**config.mk**
```make
export PLATFORM = sky130hd
export DESIGN_NAME = decoder_pipe
export DESIGN_NICKNAME = d
export VERILOG_FILES = /design/src/rtl/decoder_pkg.sv /design/src/rtl/decoder_fifo.sv /design/src/rtl/decoder_pipe.sv
export SDC_FILE = /design/constraint.sdc
export NUM_CORES = 1
export LEC_CHECK = 0
export CORE_MARGIN = 5
export CORE_UTILIZATION = 45
export DETAILED_ROUTE_END_ITERATION = 10
export GPL_TIMING_DRIVEN = 0
export MAX_ROUTING_LAYER = met4
export PLACE_DENSITY = 0.79
export SKIP_CTS_REPAIR_TIMING = 1
export SLEW_MARGIN = 30
export SYNTH_ARGS = -nofsm -noshare
export SYNTH_HDL_FRONTEND = slang
export SYNTH_SLANG_ARGS = --single-unit
```
**constraint.sdc**
```tcl
create_clock -name clk -period 2.3 [get_ports clk]
set_clock_uncertainty 0.1 [all_clocks]
set_input_delay 0.23 -clock clk [delete_from_list [all_inputs] [get_ports clk]]
set_output_delay 0.23 -clock clk [all_outputs]
set_load 0.01 [all_outputs]
```
**src/rtl/decoder_pkg.sv**
```systemverilog
// rtl/decoder_pkg.sv - shared parameters, FIFO state type and bit-reversed one-hot decode
package decoder_pkg;

  localparam int IN_W_DEF  = 2;
  localparam int DEPTH_DEF = 2;
  localparam int CNT_W_DEF = 8;

  // Widest code the decode helper supports; callers narrow the result with a cast.
  localparam int MAX_IN_W  = 4;
  localparam int MAX_OUT_W = 1 << MAX_IN_W;
  localparam int IDX_W     = $clog2(MAX_IN_W);

  typedef enum logic [1:0] {EMPTY, PARTIAL, FULL} fifo_state_t;

  // The one-hot bit index is the bit-reversal of the w-bit code, matching the 4:2 encoder.
  function automatic logic [MAX_OUT_W-1:0] bitrev_onehot(input logic [MAX_IN_W-1:0] code,
                                                         input logic en, input int w);
    logic [MAX_IN_W-1:0] idx;
    idx = '0;
    for (int i = 0; i < MAX_IN_W; i++) begin
      for (int j = 0; j < MAX_IN_W; j++) begin
        if (i < w && j == w - 1 - i) idx[j[IDX_W-1:0]] = code[i[IDX_W-1:0]];
      end
    end
    bitrev_onehot = en ? (MAX_OUT_W'(1) << idx) : '0;
  endfunction

endpackage

```
**src/rtl/decoder_fifo.sv**
```systemverilog
// rtl/decoder_fifo.sv - synchronous FIFO with an occupancy counter and EMPTY/PARTIAL/FULL state
module decoder_fifo
  import decoder_pkg::*;
#(
  parameter int W     = 3,
  parameter int DEPTH = 2
) (
  input  logic         clk,
  input  logic         rst,
  input  logic         push,
  input  logic         pop,
  input  logic [W-1:0] wdata,
  output logic [W-1:0] head,
  output logic         full,
  output logic         empty
);

  localparam int AW = $clog2(DEPTH);

  logic [W-1:0]  mem [DEPTH];
  logic [AW-1:0] wr_ptr;
  logic [AW-1:0] rd_ptr;
  logic [AW:0]   occ;
  fifo_state_t   state;
  logic          do_push;
  logic          do_pop;

  assign do_push = push & (state != FULL);
  assign do_pop  = pop & (state != EMPTY);
  assign full    = (state == FULL);
  assign empty   = (state == EMPTY);
  assign head    = mem[rd_ptr];

  always_ff @(posedge clk) begin
    if (do_push) mem[wr_ptr] <= wdata;
  end

  always_ff @(posedge clk or posedge rst) begin
    if (rst) begin
      wr_ptr <= '0;
      rd_ptr <= '0;
      occ    <= '0;
      state  <= EMPTY;
    end else begin
      if (do_push) wr_ptr <= wr_ptr + AW'(1);
      if (do_pop)  rd_ptr <= rd_ptr + AW'(1);
      case (state)
        EMPTY: begin
          if (do_push) begin
            occ   <= (AW+1)'(1);
            state <= PARTIAL;
          end
        end
        PARTIAL: begin
          if (do_push && !do_pop) begin
            occ   <= occ + (AW+1)'(1);
            state <= (occ + (AW+1)'(1) == (AW+1)'(DEPTH)) ? FULL : PARTIAL;
          end else if (do_pop && !do_push) begin
            occ   <= occ - (AW+1)'(1);
            state <= (occ == (AW+1)'(1)) ? EMPTY : PARTIAL;
          end
        end
        FULL: begin
          if (do_pop) begin
            occ   <= occ - (AW+1)'(1);
            state <= PARTIAL;
          end
        end
        default: state <= EMPTY;
      endcase
    end
  end

endmodule

```
**src/rtl/decoder_pipe.sv**
```systemverilog
// rtl/decoder_pipe.sv - streaming code to one-hot decoder with input FIFO and transfer counter
module decoder_pipe
  import decoder_pkg::*;
#(
  parameter int IN_W  = IN_W_DEF,
  parameter int DEPTH = DEPTH_DEF,
  parameter int CNT_W = CNT_W_DEF
) (
  input  logic                   clk,
  input  logic                   rst,
  input  logic                   in_valid,
  output logic                   in_ready,
  input  logic [IN_W-1:0]        in_code,
  input  logic                   in_en,
  output logic                   out_valid,
  input  logic                   out_ready,
  output logic [(1<<IN_W)-1:0]   out_onehot,
  input  logic                   cnt_clr,
  output logic [CNT_W-1:0]       out_count
);

  localparam int OUT_W = 1 << IN_W;

  logic [IN_W:0] head;
  logic          full;
  logic          empty;
  logic          push;
  logic          pop;

  assign in_ready  = !full;
  assign out_valid = !empty;
  assign push      = in_valid & in_ready;
  assign pop       = out_valid & out_ready;

  decoder_fifo #(.W(IN_W + 1), .DEPTH(DEPTH)) u_fifo (
    .clk   (clk),
    .rst   (rst),
    .push  (push),
    .pop   (pop),
    .wdata ({in_en, in_code}),
    .head  (head),
    .full  (full),
    .empty (empty)
  );

  // Head entry is {en, code}; the word is forced to zero when nothing is presented.
  assign out_onehot = out_valid ?
      OUT_W'(bitrev_onehot(MAX_IN_W'(head[IN_W-1:0]), head[IN_W], IN_W)) : '0;

  always_ff @(posedge clk or posedge rst) begin
    if (rst) begin
      out_count <= '0;
    end else if (cnt_clr) begin
      out_count <= '0;
    end else if (pop && out_count != {CNT_W{1'b1}}) begin
      out_count <= out_count + CNT_W'(1);
    end
  end

endmodule

```
# Word level (Yosys, flattened, before mapping)
# Memories as Yosys holds them, arrays and structs flattened.
# Index checks and enable logic that the tools add are counted.
[classes]
n_addsub = 5
mul = 0
n_div = 0
n_lt_le_gt_ge = 0
n_eq_ne = 9
shifts = 1
n_mux = 17
n_bitwise = 4
n_reduce_logical = 13
[ops]
columns = ["op", "n"]
rows = [
  ["2-bit two-way mux", 8],
  ["8-bit two-way mux", 2],
  ["2-bit case mux with 3 select lines", 2],
  ["8-bit by 1-bit adder with 8-bit output (second input constant)", 1],
  ["4-bit two-way mux", 2],
  ["8-bit != test (second input constant)", 1],
  ["1-bit bitwise AND", 4],
  ["2-bit by 1-bit equality test with 1-bit output (second input constant)", 2],
  ["2-bit equality test (second input constant)", 2],
  ["1-bit logical NOT", 4],
  ["2-bit by 1-bit != test with 1-bit output (second input constant)", 2],
  ["4-bit AND reduction", 1],
  ["2-bit nonzero test", 2],
  ["1-bit by 2-bit left shift with 4-bit output (first input constant)", 1],
  ["1-bit logical AND", 3],
  ["1-bit two-way mux", 3],
  ["3-bit by 1-bit != test with 1-bit output (second input constant)", 1],
  ["3-bit AND reduction", 1],
  ["3-bit nonzero test", 1],
  ["1-bit adder (second input constant)", 2],
  ["2-bit by 1-bit adder with 2-bit output (second input constant)", 1],
  ["2-bit logical NOT", 1],
  ["2-bit != test (second input constant)", 1],
  ["2-bit by 1-bit subtractor with 2-bit output (second input constant)", 1],
]
[word_totals]
ff_bits = 14
latchBits = 0
mem_bits_rw = 6
rom_bits = 0
inputBits = 8
out_inout_bits = 14
wordCells = 55
memories = 1
[memory_table]
columns = ["name", "words", "width", "read_ports", "rd_ports_with_merged_regs", "wr", "line_no", "rtl"]
rows = [
  ["u_fifo.mem", 2, 3, 1, 0, 1, "decoder_fifo.sv:20", "logic [W-1:0] mem [DEPTH];"],
]

# Longest topological paths before layout
[depth]
word_depth = 9
ltp_mapped = 7
mapped_depth_nobuf = 6

# Cells and area by module
# From an unflattened synthesis, not the netlist that was laid out.
[unflattened]
hier_cells = 106
area_unflattened_um2 = 1178.6
[modules_own_cells]
columns = ["module", "instances", "cells_each", "area_each_um2", "seq_area_each_um2"]
rows = [
  ["decoder_fifo", 1, 55, 663.1, 330.3],
  ["decoder_pipe", 1, 51, 515.5, 200.2],
]

# Worst setup path before layout
# No wires, ideal clock.
[synth_path]
path_type = "reg-to-reg"
from = "register u_fifo.state[0]"
to = "register u_fifo.occ[0]"
setup_time_ns = 0.125
arrival_time_ns = 1.642
required_ns = 2.075
path_slack_ns = 0.433
stages_incl_launch_ff = 8
n_path_buf = 1
synth_period_minus_slack_ns = 1.867
path_cell_list = "dfrtp_1 > inv_1 > ha_1 > nand2b_4 > buf_6 > o311ai_0 > nor3b_1 > mux2_2"
[synth_via]
elab_chain_cells = 8
word_cells_on_any_way = 22
[synth_lines]
columns = ["item", "line_no", "rtl"]
rows = [
  ["start: declaration", "decoder_fifo.sv:24", "fifo_state_t state;"],
  ["start signal: assignment", "decoder_fifo.sv:57", "state <= (occ + (AW+1)'(1) == (AW+1)'(DEPTH)) ? FULL : PARTIAL;"],
  ["start signal: assignment", "decoder_fifo.sv:60", "state <= (occ == (AW+1)'(1)) ? EMPTY : PARTIAL;"],
  ["2-bit equality test / 2-bit logical NOT (equally long branches)", "decoder_fifo.sv:30, decoder_fifo.sv:47, decoder_fifo.sv:31", ""],
  ["1-bit logical NOT, on equally long branches", "decoder_pipe.sv:30, decoder_pipe.sv:31", ""],
  ["1-bit bitwise AND, on equally long branches", "decoder_pipe.sv:32, decoder_pipe.sv:33", ""],
  ["1-bit bitwise AND, on equally long branches", "decoder_fifo.sv:28, decoder_fifo.sv:29", ""],
  ["1-bit logical NOT, on equally long branches", "decoder_fifo.sv:58, decoder_fifo.sv:55", ""],
  ["1-bit logical AND, on equally long branches", "decoder_fifo.sv:58, decoder_fifo.sv:55", ""],
  ["3-bit by 1-bit != test with 1-bit output (no source line) / 2-bit two-way mux (equally long branches)", "n/a", ""],
  ["4-bit AND reduction (no source line) / 2-bit case mux with 3 select lines (equally long branches)", "n/a", ""],
  ["end signal: assignment", "decoder_fifo.sv:56", "occ <= occ + (AW+1)'(1);"],
  ["end signal: assignment", "decoder_fifo.sv:59", "occ <= occ - (AW+1)'(1);"],
  ["end signal: assignment", "decoder_fifo.sv:65", "occ <= occ - (AW+1)'(1);"],
  ["end: declaration", "decoder_fifo.sv:23", "logic [AW:0] occ;"],
]
# Several ways; a longest one is shown, not always the timed one.
# A chain may end at the register's enable or synchronous reset.

# Worst setup path in the final report
[layout_path]
from = "register u_fifo.state[1]"
to = "output port out_onehot[2]"
[layout_via]
elab_chain_cells = 2
[layout_lines]
columns = ["item", "line_no", "rtl"]
rows = [
  ["2-bit logical NOT", "decoder_fifo.sv:31", "assign empty = (state == EMPTY);"],
  ["4-bit two-way mux", "decoder_pipe.sv:47", "assign out_onehot = out_valid ?"],
  ["end: declaration", "decoder_pipe.sv:17", "output logic [(1<<IN_W)-1:0] out_onehot,"],
]
# No other way between the ends.

==> results.json <==
{
  "power.total_mw": 1.51,
  "peak_ir_drop_on_the_vdd_network_v": 0.000639,
  "worst_hold_slack_ns": 0.157,
  "yosysTopAreaCellShare_pct": 31.5,
  "path_clk_slew_ns": 0.11,
  "drc_violation_count_after_routing": 0,
  "initial_core_utilization_pct": 46.1,
  "r2r_setup_slack_ns": 0.12,
  "sequential_cell_area_um2": 531,
  "worst-r2r-cell-count": 5,
  "grt_usage_pct": 14.3,
  "cts_tree": "built",
  "htree_num_levels": 1,
  "synth_cell_type_count": 37,
  "post-route-period-util_pct": 95.2,
  "die-area_um2": 3560,
  "fmax_ghz": 0.457,
  "layout.core_utilization_pct": 59.1,
  "clock_latency_ns": 0.29,
  "multiInputGateArea_um2": 536,
  "drt-initial-drc-count": 21,
  "postSynthNetCount": 123,
  "detailedPlace.worstSlack_ns": 0.233,
  "timing.rr.end": "u_fifo.occ[0]$_DFFE_PP0P_",
  "crit_required_ns": 1.97,
  "antenna_left": 0,
  "layout_setup_ws_ns": 0.110,
  "placementRows": 18,
  "postSynthCellCount": 108,
  "drt_wl_total_um": 2230,
  "holdCritPathClass": "in2async",
  "area_delta_synth_final_pct": 28.2,
  "dr_total_vias": 907,
  "synth-edff-count": 6,
  "rsz_0062_raised_after_global_routing": "true",
  "slew_headroom_pct": 65.4,
  "worst_pin_slew_ns": 0.519,
  "detailedRoute.firstPassIterationCount": 4,
  "final_layout_size_suffix_gt1_share_pct": 8.89,
  "cp.arrival_ns": 1.86,
  "synth.yosys.seq_area_share_pct": 47.7,
  "p_leak_nw": 0.599,
  "layout.filler_cells": 205,
  "finalCriticalPeriod_ns": 2.19,
  "synth.yosys.warnings": 0,
  "commonest_cells_in_the_netlist": "14 x sky130_fd_sc_hd__dfrtp_1, 14 x sky130_fd_sc_hd__nor2_1, 8 x sky130_fd_sc_hd__inv_1",
  "grt_start_max_net_pins": 15,
  "cts_max_path_buffers": 2,
  "hold_viol_final": 0,
  "power_density_relative_to_cell_area_nw_per_um2": 1060,
  "r2r-start": "u_fifo.state[0]$_DFFE_PP0P_",
  "netlist.top_cell.by_area": "sky130_fd_sc_hd__dfrtp_1",
  "drv.max_cap_violation_count": 0,
  "finish.instance_area_um2": 1420,
  "place_congestion": 0.843,
  "setup-violations-final": 0,
  "setup_tns_ns": 0,
  "yosys-top-cells-area": "sky130_fd_sc_hd__dfrtp_1 32%, sky130_fd_sc_hd__edfxtp_1 16%, sky130_fd_sc_hd__ha_1 7.9%",
  "fin_cells": 165,
  "postSynthRegisterBits": 20,
  "detailed_place_hpwl_um": 1650,
  "synth-main-ff-cell": "sky130_fd_sc_hd__dfrtp_1",
  "antennaDiodeCount": 0,
  "timing.final.max_slew_violations": 0,
  "synthesis.area_um2": 1110,
  "chipWidth_um": 59.7,
  "timing.critical_path.from_type": "flop",
  "tritoncts_num_sinks": 20,
  "dp.cells": 158,
  "grt-ovfl-total": 0,
  "cts_inserted_buffers": 3,
  "root_buffer": "sky130_fd_sc_hd__clkbuf_4",
  "ios": 22,
  "final_net_count": 151,
  "vias_per_cell": 5.50,
  "crit_type": "reg2out",
  "floorplan.die.height_um": 59.7,
  "grt_pass1_wl_um": 3750,
  "buffer_ports.inserted": 20,
  "postSynthAreaPerCell_um2": 10.3,
  "critical_path_peak_fanout": 5,
  "avgRoutedWirePerCell_um": 13.5,
  "coreArea_um2": 2410,
  "worst_setup_path_end_kind": "primary output",
  "synth_async_sr_flop_share_pct": 70.0,
  "grt_antenna_before_repair": 0,
  "number_of_global_route_vias_before_repair": 941,
  "run_status": "finished clean",
  "place_area_um2": 1350
}
==> power by group <==
group | internal (mW) | leakage, nW | switching [mW]
sequential | 0.459 | 0.240 | 0.0711
combinational | 0.373 | 0.331 | 0.328
clock | 0.176 | 0.0279 | 0.102
total | 1.01 | 0.599 | 0.501
==> logic make-up after synthesis <==
kind of cell,after synthesis,share of synthesized area (%)
XOR/XNOR,3,2.37
AND/OR/NAND/NOR,45,21.8
flip-flops,20,47.7
multiplexers,6,5.63
buffers and inverters,10,4.05
adder cells (fa/ha/maj),7,7.88
AO/OA/AOI/OAI,17,10.5
==> registers in the layout (all words and copies together) (netlist names) <==
signal and flops:
out_count 8, u_fifo.mem 6, u_fifo.occ 2, u_fifo.state 2, u_fifo.rd_ptr 1, u_fifo.wr_ptr 1
==> cells in the final DEF, fill, tap and decap left out, drive strengths merged, types with 2 or more instances in the layout <==
master and n:
mux2 2, clkbuf 3, ha 7, o31ai 2, and2 2, dfrtp 14
xnor2 2, nor2 14, edfxtp 6, o21ai 2, mux2i 4, buf 5
nand3 4, a21oi 5, nor3 5, inv 8, nand2 5, nand2b 5
nand3b 2, clkdlybuf4s50 20
==> area by class of cell <==
| class | instances | share of cell area, % |
|---|---|---|
| Buffer | 2 | 1.05 |
| Clock buffer | 3 | 1.58 |
| Clock inverter | 1 | 2.11 |
| Inverter | 8 | 2.11 |
| Multi-Input combinational cell | 78 | 37.6 |
| Sequential cell | 20 | 37.3 |
| Tap cell | 30 | 2.64 |
| Timing Repair Buffer | 23 | 15.6 |
==> critical path: stages (launching register included) <==
cell	delay (ns)
sky130_fd_sc_hd__dfrtp_1	0.40
sky130_fd_sc_hd__inv_1	0.08
sky130_fd_sc_hd__ha_1	0.24
sky130_fd_sc_hd__a21oi_1	0.18
sky130_fd_sc_hd__and2_1	0.15
sky130_fd_sc_hd__clkdlybuf4s50_1	0.53
==> how the worst max path moves through the flow <==
stage	startpoint	endpoint	slack (ns)
detailed placement	u_fifo.state[0]$_DFFE_PP0P_	u_fifo.occ[0]$_DFFE_PP0P_	0.23
finish	u_fifo.state[1]$_DFFE_PP0P_	out_onehot[2]	0.11
global route	u_fifo.state[0]$_DFFE_PP0P_	u_fifo.occ[0]$_DFFE_PP0P_	-0.01
floorplan	u_fifo.state[0]$_DFFE_PP0P_	u_fifo.occ[0]$_DFFE_PP0P_	0.43
CTS	u_fifo.state[0]$_DFFE_PP0P_	out_onehot[2]	0.06
global placement	u_fifo.state[0]$_DFFE_PP0P_	u_fifo.occ[0]$_DFFE_PP0P_	0.32
==> per-layer routing <==
layer	vias to the layer above	routed length (um)	share of wire [%]	GRT usage, %
met5	-	0	0	-
met4	0	15	0.67	6.65
met3	2	135	6.1	2.16
met2	28	1120	50	24.1
met1	438	950	43	16.6
li1	439	-	-	-
(Power assumes the default switching activity.)
